## config.mk

```make
export PLATFORM = sky130hd
export DESIGN_NAME = ps2_kbd_ctrl
export DESIGN_NICKNAME = d
export VERILOG_FILES = /design/src/rtl/ps2_kbd_ctrl_pkg.sv /design/src/rtl/ps2_kbd_ctrl_evt_fifo.sv /design/src/rtl/ps2_kbd_ctrl.sv
export SDC_FILE = /design/constraint.sdc
export NUM_CORES = 1
export LEC_CHECK = 0
export ABC_CLOCK_PERIOD_IN_PS = 4250
export CORE_MARGIN = 5
export CORE_UTILIZATION = 52
export DETAILED_ROUTE_END_ITERATION = 10
export PLACE_DENSITY = 0.72
export SLEW_MARGIN = 20
export SYNTH_ARGS = -nofsm -noshare
export SYNTH_HDL_FRONTEND = slang
export SYNTH_HIERARCHICAL = 1
export SYNTH_SLANG_ARGS = --single-unit
export TNS_END_PERCENT = 1
```

## constraint.sdc

```tcl
create_clock -name i_clk -period 4.25 [get_ports i_clk]
set_input_delay 0.425 -clock i_clk [delete_from_list [all_inputs] [get_ports i_clk]]
set_output_delay 0.425 -clock i_clk [all_outputs]
set_load 0.01 [all_outputs]
```

## src/rtl/ps2_kbd_ctrl_pkg.sv

```systemverilog
// ----------------------------------------------------------------------------
// ps2_kbd_ctrl_pkg
//  Shared definitions for the PS/2 keyboard controller:
//   - prefix byte values (E0 = extended, F0 = break)
//   - decoder FSM state encoding (2 bits)
//   - key event word layout, 10 bits: {ext, brk, code}
//  No ports; imported by ps2_kbd_ctrl and ps2_evt_fifo.
// ----------------------------------------------------------------------------
package ps2_kbd_ctrl_pkg;

    localparam logic [7:0] PS2_CODE_EXT = 8'hE0;
    localparam logic [7:0] PS2_CODE_BRK = 8'hF0;

    localparam int EVT_CODE_W = 8;
    localparam int EVT_W      = EVT_CODE_W + 2;

    typedef enum logic [1:0] {
        ST_IDLE    = 2'd0,
        ST_EXT     = 2'd1,
        ST_BRK     = 2'd2,
        ST_EXT_BRK = 2'd3
    } dec_state_e;

    typedef struct packed {
        logic                  ext;
        logic                  brk;
        logic [EVT_CODE_W-1:0] code;
    } key_evt_t;

endpackage

```

## src/rtl/ps2_kbd_ctrl_evt_fifo.sv

```systemverilog
// ----------------------------------------------------------------------------
// ps2_evt_fifo
//  Synchronous FIFO for decoded key events, depth 2**AW, width W.
//  A pop on an empty FIFO is ignored; a push on a full FIFO is accepted only
//  if a pop happens in the same cycle. The read port shows the head entry
//  (all zeros while empty).
//  Ports:
//   clk, rst   clock, asynchronous active-high reset
//   push/pop   write / read request
//   wr_data    word to write
//   rd_data    FIFO head
//   full/empty current occupancy flags
//   full_nxt   occupancy flag the FIFO will have after this cycle
// ----------------------------------------------------------------------------
module ps2_evt_fifo
    import ps2_kbd_ctrl_pkg::*;
#(
    parameter int W  = EVT_W,
    parameter int AW = 2
) (
    input  logic         clk,
    input  logic         rst,
    input  logic         push,
    input  logic         pop,
    input  logic [W-1:0] wr_data,
    output logic [W-1:0] rd_data,
    output logic         full,
    output logic         empty,
    output logic         full_nxt
);

    localparam int DEPTH = 1 << AW;
    localparam int CW    = AW + 1;

    logic [W-1:0]  mem [DEPTH];
    logic [AW-1:0] wr_ptr_q, wr_ptr_d;
    logic [AW-1:0] rd_ptr_q, rd_ptr_d;
    logic [CW-1:0] count_q, count_d;
    logic          do_push;
    logic          do_pop;

    assign empty   = (count_q == '0);
    assign full    = (count_q == CW'(DEPTH));
    assign do_pop  = pop & ~empty;
    // A full FIFO still takes a write when the head leaves in the same cycle.
    assign do_push = push & (~full | do_pop);

    always_comb begin
        wr_ptr_d = wr_ptr_q;
        rd_ptr_d = rd_ptr_q;
        count_d  = count_q;
        if (do_push) wr_ptr_d = wr_ptr_q + AW'(1);
        if (do_pop)  rd_ptr_d = rd_ptr_q + AW'(1);
        if (do_push && !do_pop)      count_d = count_q + CW'(1);
        else if (!do_push && do_pop) count_d = count_q - CW'(1);
    end

    assign full_nxt = (count_d == CW'(DEPTH));

    always_ff @(posedge clk or posedge rst) begin
        if (rst) begin
            wr_ptr_q <= '0;
            rd_ptr_q <= '0;
            count_q  <= '0;
        end else begin
            wr_ptr_q <= wr_ptr_d;
            rd_ptr_q <= rd_ptr_d;
            count_q  <= count_d;
        end
    end

    // Storage needs no reset: the read port is masked while the FIFO is empty.
    always_ff @(posedge clk) begin
        if (do_push) mem[wr_ptr_q] <= wr_data;
    end

    assign rd_data = empty ? '0 : mem[rd_ptr_q];

endmodule

```

## src/rtl/ps2_kbd_ctrl.sv

```systemverilog
// ----------------------------------------------------------------------------
// ps2_kbd_ctrl
//  Turns the byte stream of a PS/2 receive core into key events. E0/F0
//  prefixes are folded into one {ext, brk, code} event per key, which is
//  queued in a small FIFO and read with a valid/ready handshake.
//  Optional feature macro: PS2_KBD_TYPEMATIC_FILTER_EN
//   When defined, repeated make codes of the held key (typematic repeat) are
//   suppressed until that key is released or another key is pressed.
//  Ports:
//   i_clk, i_reset       clock, asynchronous active-high reset
//   i_rx_done_tick       rx core byte strobe, with i_rx_data
//   i_time_out           rx core frame watchdog
//   o_rx_en              rx core enable, low while the FIFO is full
//   o_key_valid/i_key_ready  event handshake
//   o_key_code/ext/break FIFO head event
//   o_seq_err            one-cycle pulse when a prefix sequence is aborted
//   o_overrun            sticky event-dropped flag, cleared by i_clr_err
// ----------------------------------------------------------------------------
module ps2_kbd_ctrl
    import ps2_kbd_ctrl_pkg::*;
#(
    parameter int PREFIX_TIMEOUT = 200000,
    parameter int FIFO_AW        = 2
) (
    input  logic       i_clk,
    input  logic       i_reset,
    input  logic       i_rx_done_tick,
    input  logic [7:0] i_rx_data,
    input  logic       i_time_out,
    output logic       o_rx_en,
    output logic       o_key_valid,
    input  logic       i_key_ready,
    output logic [7:0] o_key_code,
    output logic       o_key_ext,
    output logic       o_key_break,
    output logic       o_seq_err,
    output logic       o_overrun,
    input  logic       i_clr_err
);

    localparam int TW = (PREFIX_TIMEOUT > 2) ? $clog2(PREFIX_TIMEOUT) : 1;
    localparam logic [TW-1:0] TIMER_LAST = TW'(PREFIX_TIMEOUT - 1);

    dec_state_e    state_q, state_d;
    logic [TW-1:0] timer_q, timer_d;
    logic          seq_err_q, seq_err_d;
    logic          overrun_q, overrun_d;
    logic          rx_en_q;
    logic          emit;
    logic          evt_ext;
    logic          evt_brk;
    logic          push;
    logic          pop;
    logic          drop;
    key_evt_t      push_evt;
    key_evt_t      head_evt;
    logic          fifo_full;
    logic          fifo_empty;
    logic          fifo_full_nxt;

    // Decoder: bytes advance the FSM; while a prefix is pending the timer runs
    // and either the timer or the rx watchdog abandons the sequence. A byte
    // arriving in the same cycle as the watchdog takes precedence.
    always_comb begin
        state_d   = state_q;
        timer_d   = timer_q;
        seq_err_d = 1'b0;
        emit      = 1'b0;
        evt_ext   = 1'b0;
        evt_brk   = 1'b0;
        if (i_rx_done_tick) begin
            timer_d = '0;
            case (state_q)
                ST_IDLE: begin
                    if (i_rx_data == PS2_CODE_EXT)      state_d = ST_EXT;
                    else if (i_rx_data == PS2_CODE_BRK) state_d = ST_BRK;
                    else                                emit = 1'b1;
                end
                ST_EXT: begin
                    if (i_rx_data == PS2_CODE_BRK) begin
                        state_d = ST_EXT_BRK;
                    end else if (i_rx_data != PS2_CODE_EXT) begin
                        emit    = 1'b1;
                        evt_ext = 1'b1;
                        state_d = ST_IDLE;
                    end
                end
                ST_BRK: begin
                    emit    = 1'b1;
                    evt_brk = 1'b1;
                    state_d = ST_IDLE;
                end
                ST_EXT_BRK: begin
                    emit    = 1'b1;
                    evt_ext = 1'b1;
                    evt_brk = 1'b1;
                    state_d = ST_IDLE;
                end
                default: state_d = ST_IDLE;
            endcase
        end else if (state_q != ST_IDLE) begin
            if (i_time_out || timer_q == TIMER_LAST) begin
                state_d   = ST_IDLE;
                timer_d   = '0;
                seq_err_d = 1'b1;
            end else begin
                timer_d = timer_q + TW'(1);
            end
        end
    end

    assign push_evt = {evt_ext, evt_brk, i_rx_data};

`ifdef PS2_KBD_TYPEMATIC_FILTER_EN
    logic       last_vld_q, last_vld_d;
    logic       last_ext_q, last_ext_d;
    logic [7:0] last_code_q, last_code_d;
    logic       last_match;

    assign last_match = last_vld_q && (last_ext_q == evt_ext) && (last_code_q == i_rx_data);

    // Suppress a make identical to the last one; a matching break re-arms it.
    always_comb begin
        last_vld_d  = last_vld_q;
        last_ext_d  = last_ext_q;
        last_code_d = last_code_q;
        push        = emit;
        if (emit) begin
            if (!evt_brk) begin
                if (last_match) begin
                    push = 1'b0;
                end else begin
                    last_vld_d  = 1'b1;
                    last_ext_d  = evt_ext;
                    last_code_d = i_rx_data;
                end
            end else if (last_match) begin
                last_vld_d = 1'b0;
            end
        end
    end

    always_ff @(posedge i_clk or posedge i_reset) begin
        if (i_reset) begin
            last_vld_q  <= 1'b0;
            last_ext_q  <= 1'b0;
            last_code_q <= '0;
        end else begin
            last_vld_q  <= last_vld_d;
            last_ext_q  <= last_ext_d;
            last_code_q <= last_code_d;
        end
    end
`else
    assign push = emit;
`endif

    assign pop  = ~fifo_empty & i_key_ready;
    assign drop = push & fifo_full & ~pop;

    // An overrun in the clearing cycle must survive the clear.
    always_comb begin
        overrun_d = i_clr_err ? 1'b0 : overrun_q;
        if (drop) overrun_d = 1'b1;
    end

    // rx enable follows the occupancy the FIFO will have next cycle, so it
    // drops in the same cycle the FIFO becomes full.
    always_ff @(posedge i_clk or posedge i_reset) begin
        if (i_reset) begin
            state_q   <= ST_IDLE;
            timer_q   <= '0;
            seq_err_q <= 1'b0;
            overrun_q <= 1'b0;
            rx_en_q   <= 1'b1;
        end else begin
            state_q   <= state_d;
            timer_q   <= timer_d;
            seq_err_q <= seq_err_d;
            overrun_q <= overrun_d;
            rx_en_q   <= ~fifo_full_nxt;
        end
    end

    ps2_evt_fifo #(
        .W  (EVT_W),
        .AW (FIFO_AW)
    ) u_fifo (
        .clk      (i_clk),
        .rst      (i_reset),
        .push     (push),
        .pop      (pop),
        .wr_data  (push_evt),
        .rd_data  (head_evt),
        .full     (fifo_full),
        .empty    (fifo_empty),
        .full_nxt (fifo_full_nxt)
    );

    assign o_rx_en     = rx_en_q;
    assign o_key_valid = ~fifo_empty;
    assign o_key_code  = head_evt.code;
    assign o_key_ext   = head_evt.ext;
    assign o_key_break = head_evt.brk;
    assign o_seq_err   = seq_err_q;
    assign o_overrun   = overrun_q;

endmodule

```

==> results by group <==
Clock network
  • CTS resizes: 0
  • Num CTS Buffers: 9
  • CTS tree: done
  • Clock slew at reported path FFs: 80 ps
  • Worst-Skew Late Latency: 330 ps
  • CTS Hold Bufs: 0
  • H-tree depth: 3
  • Setup Buffers After CTS: 0
  • Root buf cell: clkbuf_8
  • Longest Clk Path Bufs: 2
  • Sink Count: 70

Outcome
  • Outcome: completed

STA
  • Max frequency: 347 MHz
  • Worst Clk Skew: 4.20 ps
  • Max Slew Vio Count: 0
  • Crit path setup slack, layout: 1370 ps
  • Worst Max-Slew Pin Slew: 874 ps
  • Setup TNS: 0 ps
  • Slew margin rel.: 0.417
  • # setup viols final: 0
  • Crit path time final: 2880 ps
  • Crit share post-route: 0.677
  • Final Hold Fails: 0
  • RSZ-0062 raised after global routing: false

Critical path
  • Worst-path maximum fanout: 15
  • Worst Setup End Kind: flop
  • CP arrival: 2850 ps
  • Crit Path Category: reg -> reg
  • CP Launch Type: flop
  • Required time worst endpoint: 4220 ps

Finish
  • N_diodes: 0
  • Post-route cell area: 0.00380 mm^2
  • Layout Nets: 317
  • Layout area overhead: 15.8%
  • Finished Layout Cells: 377
  • Share of cells above drive strength 1: 0.120
  • Final core utilization: 0.609

Placement
  • Port Buffer Count: 27
  • Worst slack, placed: 1380 ps
  • HPWL after DPL: 4180 um
  • Cells after DPL: 361
  • Dpl cell area: 0.00363 mm^2
  • Placer Congestion: 0.802

Power
  • Power Dens Cells: 553 mW/mm^2
  • Pleak: 1.40 nW
  • Peak supply drop: 0.378 mV

Routing
  • Routed len/inst: 15.8 um
  • Drt first pass iters: 4
  • Vias: 2,070
  • Via-to-Cell Ratio: 5.49
  • Detail Route Antenna Nets: 0
  • Total Wirelength: 5950 um
  • 1st-iter DRT viols: 159
  • Drt drc: 0

Floorplanning
  • Rows: 29
  • CORE AREA: 0.00624 mm^2
  • Die Width: 89.5 um
  • Initial Util: 0.526
  • Die Y: 89.5 um
  • IO Pins: 28
  • DIE AREA: 0.00801 mm^2

Logic synthesis
  • Syn Nets: 284
  • Synth top area share: 0.366
  • Cell Area, Synth: 0.00328 mm^2
  • Synth Area per Inst: 12.5 um^2
  • Top cells by area, synth: edfxtp_1 (37%), dfrtp_1 (22%), mux4_2 (6.9%)
  • Sequential area share after synthesis: 0.595
  • Ys Warns: 6
  • Count leader, synth: edfxtp_1
  • Synth area leader: edfxtp_1
  • Synth unique cells: 50
  • Most frequent cells after synthesis: edfxtp_1 (40), dfrtp_1 (29), nand2_1 (21)
  • Post-synthesis cell count: 262
  • Yosys reg bits: 70
  • Ys async rst share: 0.429
  • Post-synth EDFFs: 40
  • Main synth FF type: edfxtp_1

Flow run
  • Number of max-cap violations: 0

Global route
  • Initial antenna violation count: 0
  • Grt total ovfl: 0
  • Vias in the first global route: 2,081
  • GRT Overall Usage: 0.165
  • First-pass GRT wire length: 9910 um
  • Largest net degree at the start of global routing: 24

Hold path
  • Worst Hold Class: in -> async
cells by family after synthesis:
family,Yosys count,share of synthesized area
DFF,70,0.595
xor gates and xnor gates,9,0.0240
adders and majority gates,9,0.0335
AOI/OAI and AO/OA,32,0.0716
muxes,10,0.0686
buffers and inverters,26,0.0339
and+or+nand+nor,106,0.174
where the power goes:
group	total, W	internal [W]	switching (W)
clock	0.000467	0.000214	0.000252
sequential	0.000945	0.000849	0.0000956
combinational	0.000689	0.000392	0.000297
stage by stage:
| stage | power, W | hold slack, ps |
|---|---|---|
| floorplan | 0.00138 | 228 |
| global placement | 0.00164 | 502 |
| detailed placement | 0.00166 | 508 |
| CTS | 0.00213 | 343 |
| global route | 0.00224 | 354 |
| finish | 0.00210 | 350 |
placed cells by master, fill, tap and decap left out, types with 2 or more instances in the layout:
master | netlist | routed
a21oi_1 | 5 | 5
a22o_1 | 2 | 2
and2_1 | 16 | 16
buf_4 | 1 | 2
clkbuf_8 | 0 | 9
clkdlybuf4s50_1 | 0 | 27
clkinv_4 | 0 | 3
clkinvlp_4 | 0 | 3
dfrtp_1 | 29 | 29
edfxtp_1 | 40 | 40
ha_1 | 8 | 8
inv_1 | 19 | 19
mux4_2 | 10 | 10
nand2_1 | 21 | 21
nand2b_1 | 3 | 3
nand3_1 | 15 | 15
nand4_1 | 8 | 8
nor2_1 | 18 | 18
nor2b_1 | 4 | 4
nor3_1 | 4 | 4
o21ai_0 | 8 | 8
o311ai_1 | 4 | 4
or2_2 | 2 | 2
or3_1 | 4 | 4
or4_1 | 2 | 2
xnor2_1 | 7 | 7
xor2_1 | 2 | 2
per-layer routing:
layer | track usage | wire length (um)
met1 | 0.214 | 2710
met2 | 0.269 | 2900
met3 | 0.0479 | 287
met4 | 0.0514 | 46
met5 | 0 | 0
area by class of cell:
type	count	area, um^2
Fill cell	498	2440
Clock inverter	6	48.8
Sequential cell	70	1950
Timing Repair Buffer	29	285
Multi-Input combinational cell	166	1220
Inverter	19	71.3
Tap cell	77	96.3
Clock buffer	10	128
state kept, by name, indices dropped and copies added (netlist names):
name,count
o_seq_err,1
timer_q,18
o_overrun,1
u_fifo/rd_ptr_q,2
u_fifo/count_q,3
u_fifo/wr_ptr_q,2
state_q,2
u_fifo/mem,40
o_rx_en,1
worst paths after layout:
path,start,to,slack (ps),cells past startpoint
worst min register to register,o_overrun,o_overrun,520,1
max in group asynchronous,i_reset,timer_q[5],3110,2
min in group i_clk,o_overrun,o_overrun,520,1
worst max register to register,u_fifo/count_q[1],u_fifo/mem[3][6],1370,7
worst min-delay path,i_reset,u_fifo/rd_ptr_q[0],350,2
worst max-delay path,u_fifo/count_q[1],u_fifo/mem[3][6],1370,7
critical path, stage by stage (launching register included):
cell and delay, ps:
dfrtp_1 390, inv_1 100, ha_1 240, nand2b_1 390, inv_1 110, nor2b_1 450, o21a_1 310, and2_1 510
Power figures use the tool's default switching activity.
==> RTL edit: new RTL, same flow settings <==
Set the parameter `PREFIX_TIMEOUT` to 400000 (it was 200000).
--- a/src/rtl/ps2_kbd_ctrl.sv
+++ b/src/rtl/ps2_kbd_ctrl.sv
@@ -21,3 +21,3 @@
 #(
-    parameter int PREFIX_TIMEOUT = 200000,
+    parameter int PREFIX_TIMEOUT = 400000,
     parameter int FIFO_AW        = 2
Check against the original RTL: same outputs for any inputs over 4 cycles, from zero or initial values and one cycle with i_reset high; that may be too few to reach the edited logic, so the function may still have changed.
==> RTL edit against the unedited design <==
Non-clock buffer count decreased by 2. Final cell count decreased by 1.9%. Cell area increased by 1.6%. Count of clock-buffer cells in the layout unchanged. Core utilization increased by 0.29 points. Power increased by 2.8%. Routed wire length increased by 2.4%. Synthesized area increased by 2.4%. Worst setup slack got worse by 80 ps. Sequential cell count increased by 1. Synthesized cell count decreased by 1.5%. Critical path type unchanged. Critical endpoint is now u_fifo/mem[1][7]. Largest power group unchanged.
==> RTL edit: results (changes against the unedited design) <==
[synth]
synthTopCellsByArea=edfxtp_1 36%, dfrtp_1 22%, mux4_2 6.7%
synthArstFlopShare=0.437  ; +0.00805
ys_types=54  ; +8.0%
syn_avg_cell_area_sq_um=13.0  ; +4.0%
synth_fp_nets=280  ; -1.4%
seq_area_frac_synth=0.588  ; -0.00650

[place]
dp_slack_ps=1160  ; -216 ps
dp_hpwl_mm=4.19  ; +0.16%
placed_area_sq_mm=0.00367  ; +1.3%

[final_layout]
nets=310  ; -2.2%
reg.largest.list=u_fifo/mem x40, timer_q x19, u_fifo/count_q x3
n_fill_cell=516  ; +3.6%
drive_above_1_share=0.130  ; +0.00969

[sta]
fin_worst_skew_ps=8.46  ; +4.26 ps
slew_headroom=0.347  ; -0.0703

[global_route]
grt_pass1_wl_mm=10.3  ; +3.5%
grt_pass1_vias=2150  ; +3.3%
grt_usage=0.157  ; -0.00756

[power_and_ir_drop]
peakVddDrop_v=0.000406  ; +7.2%

[worst_setup_path]
crit_arrival_ps=2930  ; +80 ps
crit_path_top_delay_cell=nor2b_1

[route]
drtIter0Drc=88  ; -45%
routedWlPerCell_um=16.5  ; +4.3%
drt_wl_total_mm=6.09  ; +2.4%
vias_per_cell=5.73  ; +4.3%
first_pass_iters=5  ; +1

[run_status]
status=finished, final reports clean

==> RTL edit: cell count changes after synthesis, sizes merged, moves of 4 or more <==
cell | before | now
nand3 | 15 | 7
and3 | 1 | 5
nand2 | 21 | 14
a21oi | 5 | 10
nor2 | 18 | 14
o311ai | 5 | 0
==> RTL edit: logic make-up after synthesis <==
logic type	synth area share
mux	0.0670
fa+ha+maj	0.0327
simple gates	0.165
flops	0.588
buf+inv	0.0353
xor+xnor	0.0312
compound gates	0.0804
==> RTL edit: worst paths after layout <==
path	slack [ps]	cells past startpoint	end	startpoint
max	1290	7	u_fifo/mem[1][7]	u_fifo/count_q[1]
min	360	2	u_fifo/count_q[1]	i_reset
max reg2reg	1290	7	u_fifo/mem[1][7]	u_fifo/count_q[1]
min reg2reg	520	1	o_overrun	o_overrun
max in group asynchronous	3000	2	timer_q[3]	i_reset
min in group i_clk	520	1	o_overrun	o_overrun
==> RTL edit: cell type report <==
class | instances | area, sq um | share of cell area
clock buffers | 10 | 128 | 0.0330
repair buffers | 27 | 270 | 0.0699
flip-flops and latches | 71 | 1980 | 0.512
clock inverters | 6 | 62.6 | 0.0162
inverters | 17 | 63.8 | 0.0165
well taps | 77 | 96.3 | 0.0249
multi-input cells | 162 | 1270 | 0.328
==> RTL edit: per-layer routing <==
layer,share of wire,vias to the layer above,global-route usage
met5,0,-,0
li1,-,1013,-
met1,0.45,1056,0.203
met2,0.49,40,0.254
met4,0.017,0,0.0620
met3,0.037,10,0.0408
==> RTL edit: power breakdown <==
part	internal, mW	switching (mW)
Combinational	0.388	0.302
Clock	0.269	0.254
Sequential	0.853	0.0954
Total	1.51	0.651
